===== config.mk =====
export PLATFORM = sky130hd
export DESIGN_NAME = arbitro_mem_datos
export DESIGN_NICKNAME = d
export VERILOG_FILES = /design/src/rtl/arbitro_pkg.sv /design/src/rtl/arbitro_selector.sv /design/src/rtl/arbitro_mem_datos.sv
export SDC_FILE = /design/constraint.sdc
export NUM_CORES = 1
export LEC_CHECK = 0
export CORE_MARGIN = 3
export CORE_UTILIZATION = 36
export DETAILED_ROUTE_END_ITERATION = 8
export PLACE_DENSITY_LB_ADDON = 0.08
export SLEW_MARGIN = 20
export SYNTH_ARGS = -nofsm -noshare
export SYNTH_HDL_FRONTEND = slang
export SYNTH_SLANG_ARGS = --single-unit

===== constraint.sdc =====
create_clock -name clk -period 2.9 [get_ports clk]
set_input_delay 0.29 -clock clk [delete_from_list [all_inputs] [get_ports clk]]
set_output_delay 0.29 -clock clk [all_outputs]
set_load 0.03 [all_outputs]

===== src/rtl/arbitro_pkg.sv =====
// Shared types and constants for the data-memory arbiter.
package arbitro_pkg;

    typedef enum logic [1:0] {IDLE, ACCESS, DONE} state_t;

    localparam int WORD_BYTES = 4;
    localparam int DEPTH_DEF  = 256;

    // Requester index: 0 = CPU MEM stage, 1 = loader/debug port.
    typedef logic grant_t;

endpackage


===== src/rtl/arbitro_selector.sv =====
// Combinational winner pick between the two requesters.
// Build option: ARB_ROUND_ROBIN_EN selects round-robin instead of fixed priority.
module arbitro_selector
    import arbitro_pkg::*;
(
    input  logic req0,
    input  logic req1,
    input  logic last_grant,
    output logic grant_sel,
    output logic any_req
);

    assign any_req = req0 | req1;

`ifdef ARB_ROUND_ROBIN_EN
    // On contention the requester that was not served last wins.
    always_comb begin
        grant_sel = 1'b0;
        if (req0 && req1)
            grant_sel = ~last_grant;
        else if (req1)
            grant_sel = 1'b1;
    end
`else
    logic unused_last_grant;
    assign unused_last_grant = last_grant;

    assign grant_sel = ~req0 & req1;
`endif

endmodule


===== src/rtl/arbitro_mem_datos.sv =====
// Two-requester controller for the 256x8 big-endian data memory: one-cycle
// strobe per access, registered read data, out-of-range word accesses blocked.
module arbitro_mem_datos
    import arbitro_pkg::*;
#(
    parameter int DEPTH = DEPTH_DEF,
    parameter int AW    = 32
) (
    input  logic          clk,
    input  logic          reset,
    input  logic          req0,
    input  logic          we0,
    input  logic [AW-1:0] dir0,
    input  logic [31:0]   dato0,
    input  logic          req1,
    input  logic          we1,
    input  logic [AW-1:0] dir1,
    input  logic [31:0]   dato1,
    output logic          ack0,
    output logic          ack1,
    output logic          err,
    output logic [31:0]   dato_s,
    output logic [AW-1:0] mem_dir,
    output logic [31:0]   mem_dato_e,
    output logic          mem_write,
    output logic          mem_read,
    input  logic [31:0]   mem_dato_s
);

    localparam logic [AW-1:0] LIM = AW'(DEPTH - WORD_BYTES);

    state_t        state, state_nxt;
    grant_t        grant, last_grant, grant_sel;
    logic          any_req;
    logic          lat_we;
    logic [AW-1:0] lat_dir;
    logic [31:0]   lat_dato;
    logic          err_pending;
    logic          in_range;

    arbitro_selector u_sel (
        .req0       (req0),
        .req1       (req1),
        .last_grant (last_grant),
        .grant_sel  (grant_sel),
        .any_req    (any_req)
    );

    // Full-width unsigned compare so high address bits cannot alias into range.
    assign in_range = (lat_dir <= LIM);

    always_ff @(posedge clk or posedge reset) begin
        if (reset) state <= IDLE;
        else       state <= state_nxt;
    end

    // Memory-side outputs decode straight from state, so reset kills a strobe at once.
    always_comb begin
        state_nxt  = state;
        ack0       = 1'b0;
        ack1       = 1'b0;
        err        = 1'b0;
        mem_dir    = '0;
        mem_dato_e = '0;
        mem_write  = 1'b0;
        mem_read   = 1'b0;
        case (state)
            IDLE: begin
                if (any_req) state_nxt = ACCESS;
            end
            ACCESS: begin
                mem_dir    = lat_dir;
                mem_dato_e = lat_dato;
                if (in_range) begin
                    mem_write = lat_we;
                    mem_read  = ~lat_we;
                end
                state_nxt = DONE;
            end
            DONE: begin
                ack0      = ~grant;
                ack1      = grant;
                err       = err_pending;
                state_nxt = IDLE;
            end
            default: state_nxt = IDLE;
        endcase
    end

    always_ff @(posedge clk or posedge reset) begin
        if (reset) begin
            lat_we      <= 1'b0;
            lat_dir     <= '0;
            lat_dato    <= '0;
            grant       <= 1'b0;
            last_grant  <= 1'b1;
            err_pending <= 1'b0;
            dato_s      <= '0;
        end else begin
            case (state)
                IDLE: begin
                    if (any_req) begin
                        grant    <= grant_sel;
                        lat_we   <= grant_sel ? we1   : we0;
                        lat_dir  <= grant_sel ? dir1  : dir0;
                        lat_dato <= grant_sel ? dato1 : dato0;
                    end
                end
                ACCESS: begin
                    err_pending <= ~in_range;
                    if (in_range && !lat_we) dato_s <= mem_dato_s;
                end
                DONE: begin
                    last_grant <= grant;
                end
                default: ;
            endcase
        end
    end

endmodule


Yosys cells after proc, flatten, opt, wreduce, memory -nomap -nowiden
Cells that the tools add are included.
{"block": "totals", "regBits": 101, "out_inout_bits": 101, "wordCells": 36}
{"block": "classes", "magnitude_cmp": 1, "n_eq_ne": 3, "muxes": 14, "bitwise_logic": 6, "n_reduce_logical": 5}
{"cell": "$mux W32", "n": 4}
{"cell": "$le A32 B8 Y1 const B", "n": 1}
{"cell": "$mux W1", "n": 8}
{"cell": "$not A1 Y1", "n": 4}
{"cell": "$pmux W2 S2", "n": 1}
{"cell": "$reduce_and A2 Y1", "n": 2}
{"cell": "$eq A2 B1 Y1 const B", "n": 1}
{"cell": "$eq A2 B2 Y1 const B", "n": 1}
{"cell": "$logic_not A2 Y1", "n": 1}
{"cell": "$mux W2", "n": 1}
{"cell": "$ne A2 B2 Y1 const B", "n": 1}
{"cell": "$and A1 B1 Y1", "n": 1}
{"cell": "$logic_and A1 B1 Y1", "n": 1}
{"cell": "$logic_not A1 Y1", "n": 1}
{"cell": "$or A1 B1 Y1", "n": 1}

Logic depth before layout (Yosys ltp)
Gate-level depths: netlist (run 1).
{"block": "depth", "ltp_word": 3, "depth_mapped": 6, "mapped_depth_nobuf": 4}

Modules after synthesis
Synthesis (run 1) repeated with hierarchy kept, for this count alone.
{"block": "unflattened", "hier_cells": 453, "hier_area_um2": 5024.8}
{"module": "arbitro_mem_datos", "n_inst": 1, "cells_per_inst": 451, "area_per_inst_um2": 5012.3}
{"module": "arbitro_selector", "n_inst": 1, "cells_per_inst": 2, "area_per_inst_um2": 12.5}

Worst setup path before layout (run 1)
No wires, ideal clock.
{"block": "synth_path", "path_kind": "reg-to-output", "startpoint": "register lat_dir[16]", "endpoint": "output mem_read", "arrival_ns": 1.859, "slack_ns": 0.751, "path_stages_with_launch": 4, "path_buffers": 0, "cell_sequence": "dfrtp_1 nor4_2 nand4_2 nor4_1"}
{"block": "synth_via", "elab_chain_len": 3}
{"element": "start, declared", "line_no": "arbitro_mem_datos.sv:36", "rtl": "logic [AW-1:0] lat_dir;"}
{"element": "start signal, assigned", "line_no": "arbitro_mem_datos.sv:105", "rtl": "lat_dir <= grant_sel ? dir1 : dir0;"}
{"element": "$le A32 B8 Y1", "line_no": "arbitro_mem_datos.sv:50", "rtl": "assign in_range = (lat_dir <= LIM);"}
{"element": "$mux W1", "line_no": "arbitro_mem_datos.sv:74", "rtl": "if (in_range) begin"}
{"element": "$mux W1", "line_no": "arbitro_mem_datos.sv:67", "rtl": "case (state)"}
{"element": "end, declared", "line_no": "arbitro_mem_datos.sv:26", "rtl": "output logic mem_read,"}
Every way passes these cells.

Final worst setup path (run 1)
{"block": "layout_path", "startpoint": "register state[1]", "endpoint": "output mem_dir[10]"}
{"block": "layout_via", "elab_chain_len": 2}
{"element": "start, declared", "line_no": "arbitro_mem_datos.sv:32", "rtl": "state_t state, state_nxt;"}
{"element": "start signal, assigned", "line_no": "arbitro_mem_datos.sv:54", "rtl": "else state <= state_nxt;"}
{"element": "$eq A2 B1 Y1", "line_no": "arbitro_mem_datos.sv:67"}
{"element": "$mux W32", "line_no": "arbitro_mem_datos.sv:67"}
{"element": "end, declared", "line_no": "arbitro_mem_datos.sv:23", "rtl": "output logic [AW-1:0] mem_dir,"}
Every way passes these cells.

==> results of run 1 <==
==> worst paths after layout <==
kind                                           from                       end  slack, ps  depth (start not counted)
max                            state[1]$_DFFE_PP0P_               mem_dir[10]        170                          5
min                                           reset    dato_s[20]$_DFFE_PP0P_        440                          3
max reg2reg                 lat_dir[25]$_DFFE_PP0P_     dato_s[4]$_DFFE_PP0P_        810                          5
min reg2reg                lat_dato[21]$_DFFE_PP0P_  lat_dato[21]$_DFFE_PP0P_        470                          2
max in group asynchronous                     reset   lat_dir[15]$_DFFE_PP0P_       1990                          3
min in group clk           lat_dato[21]$_DFFE_PP0P_  lat_dato[21]$_DFFE_PP0P_        470                          2
==> cell type report <==
type	instances	share of cell area, %
multi-input cells	316	28.29
flip-flops and latches	101	30.86
clock buffers	13	3.300
inverters	3	0.1833
well taps	176	2.689
clock inverters	3	0.5194
repair buffers	274	34.16
==> cell families after synthesis <==
| family | after synthesis | share of synthesized area (%) |
|---|---|---|
| AOI/OAI and AO/OA | 70 | 7.231 |
| buffers and inverters | 34 | 3.163 |
| DFF | 101 | 50.72 |
| muxes | 97 | 22.55 |
| and+or+nand+nor | 149 | 16.34 |
==> through the flow <==
step / hold WS (ps) / instances / setup WS, ps / cell area (sq um)
CTS: 476.8 / 886 / 134.0 / 8190
global route: 501.9 / 886 / 22.66 / 8190
global placement: 456.1 / 870 / 545.5 / 7878
detailed placement: 462.3 / 870 / 521.5 / 7878
floorplan: 375.7 / 451 / 750.6 / 4987
finish: 436.4 / 886 / 171.0 / 8190
==> worst max-delay path, cell delays in order, from the launching register on <==
cell	delay [ps]
dfrtp_1	380
nand2b_1	250
clkinv_1	360
buf_4	330
and2_1	180
clkdlybuf4s50_1	600
==> synth_stat cells <==
master,number,area [sq um]
nand2b_1,1,6.260
nor3_1,1,5.000
buf_2,6,30.03
nand4_2,1,12.51
mux2_4,30,450.4
o211ai_2,1,12.51
nor2b_1,1,6.260
o21ai_0,65,325.3
o211ai_1,1,7.510
nor4_4,1,21.27
dfrtp_1,101,2527
mux2i_1,65,650.6
nand2_1,65,244.0
nor4_1,3,18.77
buf_6,3,33.78
nor3b_1,1,7.510
nand4_1,1,6.260
nor2_1,3,11.26
and2_1,64,400.4
and3b_1,2,17.52
a21oi_1,2,10.01
buf_1,2,7.510
nor4_2,4,50.05
o21ai_1,1,5.000
and2_2,1,7.510
clkbuf_1,20,75.07
mux2_2,2,22.52
inv_1,3,11.26
==> state kept, by name, indices dropped and copies added (netlist names) <==
name,flops
state,2
dato_s,32
lat_we,1
err_pending,1
lat_dato,32
lat_dir,32
grant,1
==> layout by cell type (no fill, tap or decap), types with 2 or more instances in the layout <==
master / synthesis / routed
clkdlybuf4s50_1: 0 / 266
dfrtp_1: 101 / 101
mux2i_1: 65 / 65
nand2_1: 65 / 65
o21ai_0: 65 / 65
and2_1: 64 / 64
mux2_4: 30 / 30
clkbuf_16: 0 / 9
buf_12: 0 / 6
nor4_2: 4 / 4
nor4_1: 3 / 3
nor2_1: 3 / 3
clkbuf_8: 0 / 3
and3b_1: 2 / 2
clkinvlp_4: 0 / 2
a21oi_1: 2 / 2
mux2_2: 2 / 2
buf_4: 0 / 2
==> metal layers <==
metal | vias to the layer above | track usage, % | part of all wire, %
met5 | - | 0 | 0
met4 | 0 | 6.782 | 1.9
met3 | 18 | 4.859 | 8.5
met2 | 167 | 30.75 | 49
met1 | 1894 | 22.48 | 40
li1 | 2036 | - | -
==> power by group <==
part	internal (W)	switching (W)	total, W
Combinational	0.00124	0.00159	0.00283
Sequential	0.00188	0.000319	0.00220
Clock	0.000738	0.000498	0.00124
Total	0.00387	0.00241	0.00627
==> impl_metrics.json, run 1 <==
{
  "status": "finished clean",
  "vias_per_cell": 4.644,
  "period_needed_ps": 2729,
  "drc_errors": 0,
  "grt_pass1_wl_um": 21530,
  "nFillCells": 1119,
  "h-tree-depth": 3,
  "peakVddDrop_mv": 0.4883,
  "tns_ps": 0,
  "cts.sinks": 101,
  "clk_pin_slew_ps": 60,
  "nets": 871,
  "port_buffers": 266,
  "clock_path_buffers": 2,
  "grt_max_degree": 102,
  "via_count": 4115,
  "routedWlPerCell_um": 15.94,
  "cts_tree": "yes",
  "post-cts-setup-buffers": 0,
  "fin_util_pct": 61.12,
  "maxSlewHeadroom_pct": 61.97,
  "synthCells": 451,
  "die_w_um": 123.7,
  "final-seq-area_sq_um": 2527,
  "synth-warning-count": 0,
  "yosys.cell_types.count": 28,
  "placementRows": 42,
  "fp.dieArea_sq_um": 15290,
  "area_growth_pct": 64.35,
  "syn-num-nets": 617,
  "power_density_nw_per_um2": 766.0,
  "worst_setup_path_end_kind": "output pin",
  "max_cap_viol_count": 0,
  "detail-route-antenna-nets": 0,
  "start_util_pct": 37.19,
  "min_path_type": "in2async",
  "grt_pass1_vias": 4178,
  "cp_max_fo": 24,
  "clkLatencyLatePin_ps": 340,
  "antenna_found_initial": 0,
  "place.gp.congestion": 0.7711,
  "total_power_w": 0.006274,
  "setup_violations": 0,
  "cts_buffers": 9,
  "drt_pre_antenna_iters": 4,
  "tightest_slew_ps": 570.5,
  "drv_slew": 0,
  "drt_iter0_drc": 178,
  "hpwl_um": 10860,
  "critPathKind": "reg2out",
  "hold_buffers": 0,
  "die_h_um": 123.7,
  "synth_seq_cells": 101,
  "rsz0062_at_grt": "no",
  "clock_skew_ps": 6.627,
  "ios": 267,
  "diodes": 0,
  "cts_root_buf": "clkbuf_16",
  "multi_input_comb_area_sq_um": 2317,
  "synthesis.area_sq_um": 4984,
  "required_ps": 2610,
  "avgSynthCellArea_sq_um": 11.05,
  "max_freq_ghz": 0.3664,
  "crit_arrival_ps": 2440,
  "grt_usage_pct": 18.26,
  "core_area_sq_um": 13400,
  "yosysSeqAreaShare_pct": 50.72,
  "drt_wl_total_um": 14120,
  "finalCritPeriodShare_pct": 94.10,
  "gr-total-overflow": 0,
  "worst_setup_path_start_kind": "register",
  "leakage_nw": 3.439,
  "drive_gt1_share_pct": 9.296,
  "cts_resized": 0,
  "hold_viol": 0
}
Power figures use the tool's default switching activity.
==> run 2: changes to the inputs <==
CORE_MARGIN = 2   (was 3)
==> run 2 against run 1 <==
Wire length is 0.28% lower. Sequential share of layout area is 0.47 points higher. First-iteration DRC count is 21% lower. Final area is 1.5% lower. Global-route usage is 1.3 points higher. Die area is 3.2% lower. Combinational power is 4% lower. Utilization is 0.92 points lower. Hold slack worse by 79 ps. Clock skew is 1.9 ps lower. Largest power group unchanged.
==> impl_metrics.json, run 2 (synthesis gave the netlist of run 1 again) <==
{
  "max_cap_viol_count": 0,
  "gr-total-overflow": 0,
  "drt_pre_antenna_iters": 4,
  "post-cts-setup-buffers": 0,
  "cts_root_buf": "clkbuf_16",
  "grt_max_degree": 86,
  "drt_iter0_drc": 141,
  "drt_wl_total_um": 14080,
  "port_buffers": 266,
  "use_met3_pct": 6.039,
  "dp.cells": 873,
  "antenna_found_initial": 0,
  "worst_setup_path_end_kind": "output pin",
  "grt_busiest_layer": "met2",
  "crit_arrival_ps": 2420,
  "leakage_nw": 3.584,
  "worstRegToRegCells": 5,
  "core_area_sq_um": 13400,
  "nets": 874,
  "setup_violations": 0,
  "r2r-end": "dato_s[5]$_DFFE_PP0P_",
  "start_util_pct": 37.19,
  "drv_slew": 0,
  "cts_resized": 0,
  "rrSetupSlack_ps": 800,
  "grt_pass1_vias": 4266,
  "clock_path_buffers": 2,
  "min_path_type": "in2async",
  "maxSlewHeadroom_pct": 54.40,
  "place.gp.congestion": 0.7574,
  "r2r_start": "lat_dir[16]$_DFFE_PP0P_",
  "h-tree-depth": 3,
  "period_needed_ps": 2705,
  "fp.dieArea_sq_um": 14800,
  "clock_skew_ps": 4.710,
  "required_ps": 2610,
  "drc_errors": 0,
  "cts_buffers": 9,
  "peakVddDrop_mv": 0.4138,
  "clk_pin_slew_ps": 70,
  "vias_per_cell": 4.620,
  "placementRows": 42,
  "die_h_um": 121.7,
  "routedWlPerCell_um": 15.84,
  "cts.sinks": 101,
  "clkLatencyLatePin_ps": 350,
  "critPathKind": "reg2out",
  "grt_use_met2_pct": 33.60,
  "rsz0062_at_grt": "no",
  "die_w_um": 121.7,
  "diodes": 0,
  "hpwl_um": 10700,
  "holdWs_ps": 357.0,
  "detail-route-antenna-nets": 0,
  "max_freq_ghz": 0.3696,
  "cts_tree": "yes",
  "tns_ps": 0,
  "grt_usage_pct": 19.52,
  "total_power_w": 0.006195,
  "hold_viol": 0,
  "area_growth_pct": 61.86,
  "status": "finished clean",
  "layout.cells.most_common_list": "clkdlybuf4s50_1, dfrtp_1, buf_4",
  "grt_use_met1_pct": 23.10,
  "via_count": 4107,
  "fin_cells": 889,
  "finalCritPeriodShare_pct": 93.29,
  "ios": 267,
  "tightest_slew_ps": 684.0,
  "power_density_nw_per_um2": 768.0,
  "reg.largest.list": "dato_s (32), lat_dato (32), lat_dir (32)",
  "grt_pass1_wl_um": 22260,
  "layout_commonest_cell": "clkdlybuf4s50_1",
  "worst_setup_path_start_kind": "register",
  "drive_gt1_share_pct": 18.65,
  "hold_buffers": 0,
  "fin_util_pct": 60.20,
  "cp_max_fo": 3
}
[run 2: changes by cell type in the layout (fill, tap and decap cells not counted)]
cell / change
clkinv_1: -1
inv_1: +1
clkdlybuf4s50_1: -64
clkinvlp_4: -1
clkinv_2: +1
buf_4: +67
bufinv_16: +1
clkbuf_8: -1
[run 2: cell type report]
class / instances / area [sq um]
Inverter: 3 / 15.01
Clock inverter: 4 / 70.07
Timing Repair Buffer: 277 / 2660
Sequential cell: 101 / 2527
Clock buffer: 12 / 256.5
Multi-Input combinational cell: 316 / 2317
Fill cell: 1180 / 5334
Tap cell: 176 / 220.2
[run 2: per-layer routing]
layer  part of all wire, %  vias up
met5                     0        -
met4                   2.0        0
met3                   7.9       18
met2                    49      160
met1                    41     1881
li1                      -     2048
[run 2: where the power goes]
group	switching [W]	internal (W)	leakage [nW]
clock	0.000509	0.000800	0.163
combinational	0.00161	0.00110	2.13
sequential	0.000291	0.00188	1.29
total	0.00241	0.00378	3.58
[run 2: worst max path at each step]
stage | from | to | cells past startpoint | slack, ps
floorplan | lat_dir[16]$_DFFE_PP0P_ | mem_read | 3 | 750
finish | lat_dir[16]$_DFFE_PP0P_ | mem_write | 5 | 190
detailed placement | lat_dir[16]$_DFFE_PP0P_ | mem_write | 5 | 550
global placement | lat_dir[13]$_DFFE_PP0P_ | mem_write | 5 | 580
CTS | lat_dir[16]$_DFFE_PP0P_ | mem_write | 5 | 160
global route | lat_dir[14]$_DFFE_PP0P_ | mem_write | 5 | 30
[run 2: metrics by stage]
step	instance area [sq um]	setup slack, ps
finish	8066	194.6
global route	8066	31.99
CTS	8066	156.9
detailed placement	7740	545.7
global placement	7740	575.5
floorplan	4987	750.6
[run 2: critical path, cell delays in order (launching register included)]
cell             delay, ps
dfrtp_1                390
nor4_2                 350
nand4_2                210
nor3_1                 260
and2_1                 170
clkdlybuf4s50_1        680
==> run 3: changes to the inputs <==
CORE_UTILIZATION = 43   (was 36)
clock period = 3.4 ns   (was 2.9 ns; I/O delays follow)
==> run 3 against run 2 <==
Die area fell by 16%. Sequential share of layout area rose by 0.23 points. Total power fell by 17%. Global-route usage rose by 3.3 points. Wire length fell by 3.1%. Hold slack improved by 110 ps. Non-clock buffer count fell by 3. Final cell count fell by 4.5%. Clock skew fell by 1.8 ps. First-iteration DRC count rose by 38%. Flip-flop and latch count did not move. Critical endpoint unchanged. Largest power group unchanged. Highest routed layer unchanged.
==> impl_metrics.json, run 3 (synthesis gave the netlist of run 1 again) <==
{
  "leakage_nw": 3.391,
  "area_growth_pct": 60.71,
  "worstRegToRegCells": 5,
  "p_clk_share_pct": 17.1,
  "grt_pass1_vias": 4397,
  "drive_gt1_share_pct": 8.499,
  "detail-route-antenna-nets": 0,
  "die_w_um": 111.7,
  "status": "finished clean",
  "min_path_type": "reg2reg",
  "tightest_slew_ps": 826.3,
  "critPathKind": "reg2out",
  "grt_pass1_wl_um": 22270,
  "vias_per_cell": 4.875,
  "rsz0062_at_grt": "no",
  "port_buffers": 266,
  "hold_viol": 0,
  "cts_tree": "yes",
  "layout_commonest_cell": "clkdlybuf4s50_1",
  "nFillCells": 849,
  "max_freq_ghz": 0.3461,
  "start_util_pct": 43.83,
  "cts.sinks": 101,
  "period_needed_ps": 2889,
  "worst_setup_path_end_kind": "output pin",
  "placementRows": 39,
  "worst_setup_path_start_kind": "register",
  "peakVddDrop_mv": 0.4628,
  "drt_wl_total_um": 13650,
  "maxSlewHeadroom_pct": 44.92,
  "layout.cells.most_common_list": "clkdlybuf4s50_1, dfrtp_1, mux2i_1, nand2_1, o21ai_0",
  "hold_buffers": 0,
  "cts_root_buf": "clkbuf_16",
  "finalCritPeriodShare_pct": 84.98,
  "p_int_w": 0.003098,
  "pwr-share-comb_pct": 46.5,
  "grt_usage_pct": 22.78,
  "required_ps": 3060,
  "drv_slew": 0,
  "multi_input_comb_area_sq_um": 2317,
  "grt_max_degree": 71,
  "hpwl_um": 10590,
  "tns_ps": 0,
  "via_count": 4139,
  "core_area_sq_um": 11370,
  "max_cap_viol_count": 0,
  "holdPathStages": 2,
  "die_h_um": 111.7,
  "antenna_found_initial": 0,
  "place.gp.congestion": 0.8156,
  "ios": 267,
  "power_switching_w": 0.002029,
  "fp.dieArea_sq_um": 12470,
  "drt_iter0_drc": 195,
  "final-seq-area_sq_um": 2527,
  "cts_resized": 0,
  "post-cts-setup-buffers": 0,
  "swShare_pct": 39.57,
  "diodes": 0,
  "cts_buffers": 9,
  "drt_pre_antenna_iters": 4,
  "clock_path_buffers": 2,
  "clk_pin_slew_ps": 60,
  "crit_arrival_ps": 2550,
  "sequentialPowerShare_pct": 36.4,
  "clock_skew_ps": 2.881,
  "reg.largest.list": "dato_s (32), lat_dato (32), lat_dir (32)",
  "cp_max_fo": 3,
  "h-tree-depth": 3,
  "clkLatencyLatePin_ps": 340,
  "power_density_nw_per_um2": 640.1,
  "gr-total-overflow": 0,
  "routedWlPerCell_um": 16.07,
  "setup_violations": 0,
  "nets": 871,
  "total_power_w": 0.005127,
  "drc_errors": 0
}
==> run 3: final timing paths <==
check	slack, ps	endpoint	from
min in group asynchronous	520	lat_dato[11]$_DFFE_PP0P_	reset
setup reg to reg	950	dato_s[4]$_DFFE_PP0P_	lat_dir[13]$_DFFE_PP0P_
hold / removal	470	lat_dato[17]$_DFFE_PP0P_	lat_dato[17]$_DFFE_PP0P_
max in group asynchronous	2190	lat_dir[12]$_DFFE_PP0P_	reset
hold reg to reg	470	lat_dato[17]$_DFFE_PP0P_	lat_dato[17]$_DFFE_PP0P_
setup / recovery	510	mem_write	lat_dir[13]$_DFFE_PP0P_
==> run 3: layout make-up <==
type | instances | share of cell area [%]
clock buffer | 12 | 2.953
inverter | 3 | 0.1718
multi-input combinational | 316 | 28.93
sequential | 101 | 31.56
tap | 143 | 2.234
timing repair buffer | 274 | 34.15
==> run 3: metal layers <==
| metal | track usage, % | vias up | wire, um |
|---|---|---|---|
| li1 | - | 2030 | - |
| met3 | 7.022 | 22 | 943 |
| met5 | 0 | - | 0 |
| met1 | 25.44 | 1922 | 5276 |
| met2 | 40.81 | 165 | 7096 |
| met4 | 8.477 | 0 | 329 |
==> run 3: worst max-delay path, stage by stage (launching register included) <==
cell and delay, ps:
dfrtp_1 380, nor4_1 470, o211ai_2 250, nor3_1 270, and2_1 160, clkdlybuf4s50_1 670
==> run 3: per-stage QoR <==
| stage | utilization [%] | hold slack [ps] | instance area (sq um) | cells | setup WS [ps] |
|---|---|---|---|---|---|
| after detailed placement | 68.36 | 462.5 | 7772 | 837 | 923.4 |
| final | 70.44 | 470.1 | 8009 | 849 | 510.7 |
| after CTS | 70.44 | 476.6 | 8009 | 849 | 479.5 |
| after global routing | 70.44 | 502.9 | 8009 | 849 | 399.6 |
| after global placement | 68.36 | 454.9 | 7772 | 837 | 994.2 |
| after floorplan | - | 425.7 | 4984 | 451 | 412.9 |
==> run 3: power by group through the flow <==
stage | combinational, W | sequential [W] | clock [W]
floorplan | 0.00146 | 0.00181 | 0
global placement | 0.00237 | 0.00185 | 0
detailed placement | 0.00240 | 0.00189 | 0
CTS | 0.00242 | 0.00187 | 0.000911
global route | 0.00261 | 0.00193 | 0.000957
finish | 0.00238 | 0.00187 | 0.000877
